File: src/rtl/stream_demux_pkg.sv
// Shared constants and helpers for the stream_demux_1_n family.
package stream_demux_pkg;

    localparam int MAX_CH = 64;

    // Base bit position of channel idx inside a flat NUM_CH*width bus.
    function automatic int ch_slice(input int idx, input int width);
        return idx * width;
    endfunction

endpackage

File: src/rtl/stream_demux_slot.sv
// One output channel of the demux: a single-entry buffer that reloads
// in the same cycle it drains so a channel can sustain one beat per cycle.
module stream_demux_slot
    import stream_demux_pkg::*;
#(
    parameter int WIDTH = 8
) (
    input  logic             clk,
    input  logic             rst_n,
    input  logic             load,
    input  logic [WIDTH-1:0] in_data,
    input  logic             out_ready,
    output logic             full,
    output logic             drain,
    output logic [WIDTH-1:0] out_data
);

    logic             full_p1;
    logic [WIDTH-1:0] data_p1;

    // Stage p1: buffer register; load wins over drain so a same-cycle swap keeps full set.
    always_ff @(posedge clk) begin
        if (!rst_n) begin
            full_p1 <= 1'b0;
            data_p1 <= '0;
        end else if (load) begin
            full_p1 <= 1'b1;
            data_p1 <= in_data;
        end else if (drain) begin
            full_p1 <= 1'b0;
        end
    end

    assign full     = full_p1;
    assign drain    = full_p1 & out_ready;
    assign out_data = data_p1;

endmodule

File: src/rtl/stream_demux_1_n.sv
// Registered 1-to-NUM_CH valid/ready stream demultiplexer with per-channel buffers.
// Optional broadcast input enabled by defining STREAM_DEMUX_BCAST_EN.
module stream_demux_1_n
    import stream_demux_pkg::*;
#(
    parameter  int WIDTH  = 8,
    parameter  int NUM_CH = 8,
    localparam int SEL_W  = $clog2(NUM_CH)
) (
    input  logic                    clk,
    input  logic                    rst_n,
    input  logic                    in_valid,
    output logic                    in_ready,
    input  logic [WIDTH-1:0]        in_data,
    input  logic [SEL_W-1:0]        in_sel,
    output logic [NUM_CH-1:0]       out_valid,
    input  logic [NUM_CH-1:0]       out_ready,
    output logic [NUM_CH*WIDTH-1:0] out_data,
`ifdef STREAM_DEMUX_BCAST_EN
    input  logic                    in_bcast,
`endif
    output logic                    sel_err
);

    if (NUM_CH < 2 || NUM_CH > MAX_CH) begin : g_bad_num_ch
        $error("stream_demux_1_n: NUM_CH must be within 2..64");
    end

    logic [NUM_CH-1:0] full;
    logic [NUM_CH-1:0] drain;
    logic [NUM_CH-1:0] load;
    logic              bcast;
    logic              sel_ok;
    logic              accept;
    logic              sel_err_p1;

`ifdef STREAM_DEMUX_BCAST_EN
    assign bcast = in_bcast;
`else
    assign bcast = 1'b0;
`endif

    assign sel_ok = ({1'b0, in_sel} < (SEL_W+1)'(NUM_CH));

    // Out-of-range selects are always ready so the producer can flush them.
    always_comb begin
        in_ready = 1'b1;
        if (bcast) begin
            in_ready = &(~full | drain);
        end else begin
            for (int i = 0; i < NUM_CH; i++) begin
                if (in_sel == SEL_W'(i)) begin
                    in_ready = ~full[i] | drain[i];
                end
            end
        end
    end

    assign accept = in_valid & in_ready;

    always_comb begin
        load = '0;
        for (int i = 0; i < NUM_CH; i++) begin
            load[i] = accept & (bcast | (in_sel == SEL_W'(i)));
        end
    end

    for (genvar g = 0; g < NUM_CH; g++) begin : g_slot
        stream_demux_slot #(
            .WIDTH (WIDTH)
        ) u_slot (
            .clk       (clk),
            .rst_n     (rst_n),
            .load      (load[g]),
            .in_data   (in_data),
            .out_ready (out_ready[g]),
            .full      (full[g]),
            .drain     (drain[g]),
            .out_data  (out_data[ch_slice(g, WIDTH) +: WIDTH])
        );
    end

    assign out_valid = full;

    // Stage p1: flag a dropped unicast beat one cycle after it was taken.
    always_ff @(posedge clk) begin
        if (!rst_n) begin
            sel_err_p1 <= 1'b0;
        end else begin
            sel_err_p1 <= accept & ~bcast & ~sel_ok;
        end
    end

    assign sel_err = sel_err_p1;

endmodule

File: config.mk
export PLATFORM = sky130hd
export DESIGN_NAME = stream_demux_1_n
export DESIGN_NICKNAME = d
export VERILOG_FILES = /design/src/rtl/stream_demux_pkg.sv /design/src/rtl/stream_demux_slot.sv /design/src/rtl/stream_demux_1_n.sv
export SDC_FILE = /design/constraint.sdc
export NUM_CORES = 1
export LEC_CHECK = 0
export ABC_CLOCK_PERIOD_IN_PS = 1400
export CORE_ASPECT_RATIO = 2
export CORE_UTILIZATION = 41
export DETAILED_ROUTE_END_ITERATION = 6
export GPL_ROUTABILITY_DRIVEN = 0
export PLACE_DENSITY = 0.83
export SLEW_MARGIN = 10
export SYNTH_ARGS = -nofsm -noshare
export SYNTH_HDL_FRONTEND = slang
export SYNTH_HIERARCHICAL = 1
export SYNTH_SLANG_ARGS = --single-unit
File: constraint.sdc
create_clock -name clk -period 1.4 [get_ports clk]
set_input_delay 0.28 -clock clk [delete_from_list [all_inputs] [get_ports clk]]
set_output_delay 0.28 -clock clk [all_outputs]
set_load 0.01 [all_outputs]
# Word level (Yosys, flattened, before mapping)
# Cells that the tools add are included.
# Widths: inputs -> output; s select.
word_totals:
  word_cells: 89
  ff_bits: 72
  ram_bits: 0
  out_inout_bits: 74
  latchBits: 0
  memories: 0
  romBits: 0
op_classes:
  n_bitwise: 33
  muxes: 24
  order_cmp: 0
  n_eq_ne: 7
  n_reduce_logical: 9
  n_shift: 0
  addsub: 0
  div_mod_pow: 0
  multipliers: 0
ops:
  columns: ["op", "count"]
  rows:
  - ["$mux 1", 24]
  - ["$and 1x1->1", 17]
  - ["$reduce_bool 2->1", 8]
  - ["$eq 3x3->1 const B", 4]
  - ["$not 1->1", 8]
  - ["$or 1x1->1", 8]
  - ["$eq 3x2->1 const B", 2]
  - ["$eq 3x1->1 const B", 1]
  - ["$logic_not 3->1", 1]

# Depth between registers and ports, before layout
depth:
  depth_word: 13
  depth_mapped: 6
  ltp_nobuf: 5

# Modules after synthesis
# Netlist, hierarchy kept.
by_module_without_submodules:
  columns: ["module", "area_per_inst_um2", "cells_each", "instances"]
  rows:
  - ["stream_demux_slot", 341.6, 29, 8]
  - ["stream_demux_1_n", 241.5, 37, 1]

# Worst setup path after synthesis
# OpenSTA, ideal clock, no wires.
synth_timing:
  path_type: "reg-to-reg"
  startpoint: "reg g_slot[2].u_slot.full_p1"
  endpoint: "reg g_slot[2].u_slot.data_p1[0]"
  path_slack_ps: -118
  arrival_time_ps: 1402
  n_path_buf: 1
  setup_ps: 116
  path_stages_with_launch: 7
  path_cell_list: "dfxtp_1 > and2_1 > inv_1 > a2111oi_2 > buf_6 > mux2i_1 > nor2b_1"
synth_between:
  elab_chain_cells: 10
  elab_cells_between_ends: 11
synth_lines:
  columns: ["element", "line", "source"]
  rows:
  - ["start, declared", "stream_demux_slot.sv:18", "logic full_p1;"]
  - ["start signal, assigned", "stream_demux_slot.sv:24", "full_p1 <= 1'b0;"]
  - ["start signal, assigned", "stream_demux_slot.sv:27", "full_p1 <= 1'b1;"]
  - ["start signal, assigned", "stream_demux_slot.sv:30", "full_p1 <= 1'b0;"]
  - ["$and 1x1->1", "stream_demux_slot.sv:35", "assign drain = full_p1 & out_ready;"]
  - ["via drain[2]", "stream_demux_1_n.sv:30", "logic [NUM_CH-1:0] drain;"]
  - ["$or 1x1->1", "stream_demux_1_n.sv:53", "in_ready = ~full[i] | drain[i];"]
  - ["$mux 1 (6 in series)", "stream_demux_1_n.sv:52", "if (in_sel == SEL_W'(i)) begin"]
  - ["$and 1x1->1", "stream_demux_1_n.sv:59", "assign accept = in_valid & in_ready;"]
  - ["$and 1x1->1", "stream_demux_1_n.sv:64", "load[i] = accept & (bcast | (in_sel == SEL_W'(i)));"]
  - ["via load[2]", "stream_demux_1_n.sv:31", "logic [NUM_CH-1:0] load;"]
  - ["end signal, assigned", "stream_demux_slot.sv:28", "data_p1 <= in_data;"]
  - ["end, declared", "stream_demux_slot.sv:19", "logic [WIDTH-1:0] data_p1;"]
# The timed path passes the listed nets, and every way through them passes these cells.
# A chain may end at the register's enable or synchronous reset.

# Worst setup path after layout
layout_timing:
  startpoint: "reg g_slot[4].u_slot.full_p1"
  endpoint: "out in_ready"
layout_between:
  elab_chain_cells: 6
  elab_cells_between_ends: 7
layout_lines:
  columns: ["element", "line", "source"]
  rows:
  - ["start, declared", "stream_demux_slot.sv:18", null]
  - ["start signal, assigned", "stream_demux_slot.sv:24", null]
  - ["start signal, assigned", "stream_demux_slot.sv:27", null]
  - ["start signal, assigned", "stream_demux_slot.sv:30", null]
  - ["$and 1x1->1", "stream_demux_slot.sv:35", null]
  - ["via drain[4]", "stream_demux_1_n.sv:30", null]
  - ["$or 1x1->1", "stream_demux_1_n.sv:53", null]
  - ["$mux 1 (4 in series)", "stream_demux_1_n.sv:52", null]
  - ["end, declared", "stream_demux_1_n.sv:13", "output logic in_ready,"]
# The timed path passes the listed nets, and every way through them passes these cells.

==> results.ini <==
[outcome]
outcome = complete, but fails checks
violations = setup timing

[critical_path]
cp-end-kind = output port
path_depth = 5
crit_chain = and2_4, or3b_4, a21oi_2, o2bb2ai_1, buf_2
startpoint = g_slot[4].u_slot/full$_SDFFE_PN0P_
regToRegSetupSlack_ns = -0.17
regToRegEndpoint = g_slot[2].u_slot/out_data[5]$_SDFFE_PN0P_
cp_slowest_cell = or3b_4
cpPeakStageDelay_ns = 0.38
crit_buf_inv = 1
worstPathArrival_ns = 1.53
endpoint = in_ready
cp_max_fo = 2
timing.rr.start = g_slot[2].u_slot/full$_SDFFE_PN0P_
r2r.worst_path.cells = 7
required_ns = 1.12
cp_top_family = simple AND/OR/NAND/NOR gates
crit_path_start_kind = register
critPathKind = register to output port

[timing]
slew_viol_final = 0
min_period_over_period_pct = 129
rsz0062_at_grt = true
max_freq_mhz = 553
worst_slack_ns = -0.410
hold_violations = 0
finClkSkew_ns = 0.00683
final-setup-viol-count = 17
min_period_ns = 1.81

[floorplanning]
start_util_pct = 42.5
die_area_um2 = 7620
rows = 43
ios = 96
fp.dieW_um = 62.2
die_y_um = 122
coreArea_um2 = 6990

[detailed_routing]
routed_wl_mm = 8.47
vias = 2401
viasPerCell = 4.85
dr.pass1.iters = 4
wl_per_cell_um = 17.1
drt_iter0_markers = 48
drcViolationCount = 0
route.antenna.remaining_nets = 0

[placement]
portBuffers = 94
place_area_um2 = 4270
dp_hpwl_mm = 5.79

[cells_and_area]
fin_area_um2 = 4640
multi_input_area_um2 = 1580
diodes = 0
layout-drive-gt1-share_pct = 22.2
layout.nets = 423
fin_util_pct = 66.4
fillers = 578
seq_area_um2 = 1450
syn2layout_area_growth_pct = 56.1

[clock_network]
cts-htree-levels = 3
tritoncts = yes
clock_sinks = 72
cts_root_buf = clkbuf_16
insertion_delay_ns = 0.33
clockBufferDepth = 2
cts-hold-fix-buffers = 0
cts.clk_slew.worst_paths_ns = 0.05
cts_buffers = 9

[synthesis]
avgSynthCellArea_um2 = 11.1
synth-main-ff-cell = dfxtp_1
ys_seq_area_share_pct = 48.5
syn-cell-area_um2 = 2970
yosysTopAreaCellShare_pct = 48.5
synthArstFlopShare_pct = 0
synth_seq_cells = 72
synthesis.nets = 291
yosys-top-cells-count = nor2b_1, dfxtp_1, mux2i_1
syn-instance-count = 269
synth-edff-count = 0
ys_top_cells_by_area = dfxtp_1, mux2i_1, nor2b_1
yosys_warnings = 6
yosysTopAreaCell = dfxtp_1
yosysMostFrequentCell = nor2b_1
synth_cell_type_count = 24

[grt]
grt_antenna_before_repair = 0
grt_max_degree = 36
gr-usage-all-layers_pct = 22.8
overflow = 0
grt_pass1_wl_mm = 12.9
grt_pass1_vias = 2480

[power_and_ir_drop]
p_seq_share_pct = 45.7
p_clk_share_pct = 44.1
power.internal_mw = 3.63
power_density_nw_per_um2 = 1000
net-switching-power_mw = 1.01
leakagePower_nw = 1.98
comb_power_share_pct = 10.2
ir_worst_vdd_uv = 1230
p_sw_share_pct = 21.8

[min_path]
hold_class = input port to register

[job]
maxCapViolations = 0

-- placed cells by master, fill, tap and decap left out, drive strengths merged, types with 2 or more instances in the layout --
cell type / netlist / routed
clkdlybuf4s50: 0 / 8
o21a: 8 / 8
mux2i: 64 / 64
clkbuf: 0 / 18
nand2: 4 / 4
dlygate4sd2: 0 / 82
a2111oi: 2 / 2
buf: 10 / 38
nor2b: 78 / 78
dfxtp: 72 / 72
inv: 4 / 4
and2: 8 / 8
nor3: 6 / 6
-- layout make-up --
cell class	instances	share of cell area [%]
timing repair buffer	131	26.1
inverter	4	0.377
clock buffer	15	5.77
sequential	72	31.3
tap	90	2.43
multi-input combinational	183	34.1
-- how the worst min path moves through the flow --
stage / startpoint / endpoint / slack (ns) / depth (start not counted)
after global placement: g_slot[2].u_slot/out_data[0]$_SDFFE_PN0P_ / g_slot[2].u_slot/out_data[0]$_SDFFE_PN0P_ / 0.50 / 2
final: rst_n / g_slot[0].u_slot/out_data[7]$_SDFFE_PN0P_ / 0.33 / 2
after detailed placement: g_slot[3].u_slot/out_data[0]$_SDFFE_PN0P_ / g_slot[3].u_slot/out_data[0]$_SDFFE_PN0P_ / 0.50 / 2
after floorplan: rst_n / g_slot[0].u_slot/full$_SDFFE_PN0P_ / 0.40 / 1
after global routing: rst_n / g_slot[0].u_slot/out_data[0]$_SDFFE_PN0P_ / 0.34 / 2
after CTS: rst_n / g_slot[6].u_slot/out_data[7]$_SDFFE_PN0P_ / 0.32 / 2
-- flip-flops by register name (all words and copies together) (netlist names) --
register	cells
g_slot.u_slot/out_data	64
g_slot.u_slot/full	8
-- through the flow --
step           cells  TNS [ns]  setup slack [ns]  total power, mW  hold WS (ns)
2_1_floorplan    269         0           0.00209             2.35         0.397
3_3_place_gp     477    -39.82            -0.832             2.63         0.497
3_5_place_dp     477    -40.77            -0.843             2.63         0.504
4_1_cts          494     -3.02            -0.401             4.68         0.319
5_1_grt          495     -4.27            -0.462             4.83         0.344
6_report         495     -2.32            -0.410             4.64         0.333
-- cell families (layout without fill, tap and decap cells) --
kind of cell           after synthesis  in the layout  share of synthesized area, %
other                                1              1                         0.126
AO/OA/AOI/OAI                       15             15                          4.29
multiplexers                        64             64                          21.5
flip-flops                          72             72                          48.5
AND/OR/NAND/NOR                    103            103                          21.5
buffers and inverters               14            150                          4.04
-- power by group through the flow --
stage	clock [mW]	combinational, mW	sequential (mW)
2_1_floorplan	0	0.166	2.18
5_1_grt	2.19	0.507	2.12
3_3_place_gp	0	0.465	2.16
4_1_cts	2.11	0.453	2.12
6_report	2.05	0.473	2.12
3_5_place_dp	0	0.472	2.16
-- layer usage --
layer  vias to the layer above  GRT usage [%]  share of wire (%)  routed length (µm)
li1                       1171              -                  -                   -
met1                      1139           23.3                 36                3020
met2                        69           41.6                 56                4770
met3                        22           5.58                3.6                 303
met4                         0           13.8                4.4                 374
met5                         -              0                  0                   0
-- timing repair --
action | 4_1_cts | 5_1_grt
setup buffers | 2 | 0
cloned | 0 | 1
pin swaps | 14 | 13
resized for setup | 123 | 24
endpoints found under the setup margin | 145 | 65
(Power assumes the default switching activity.)
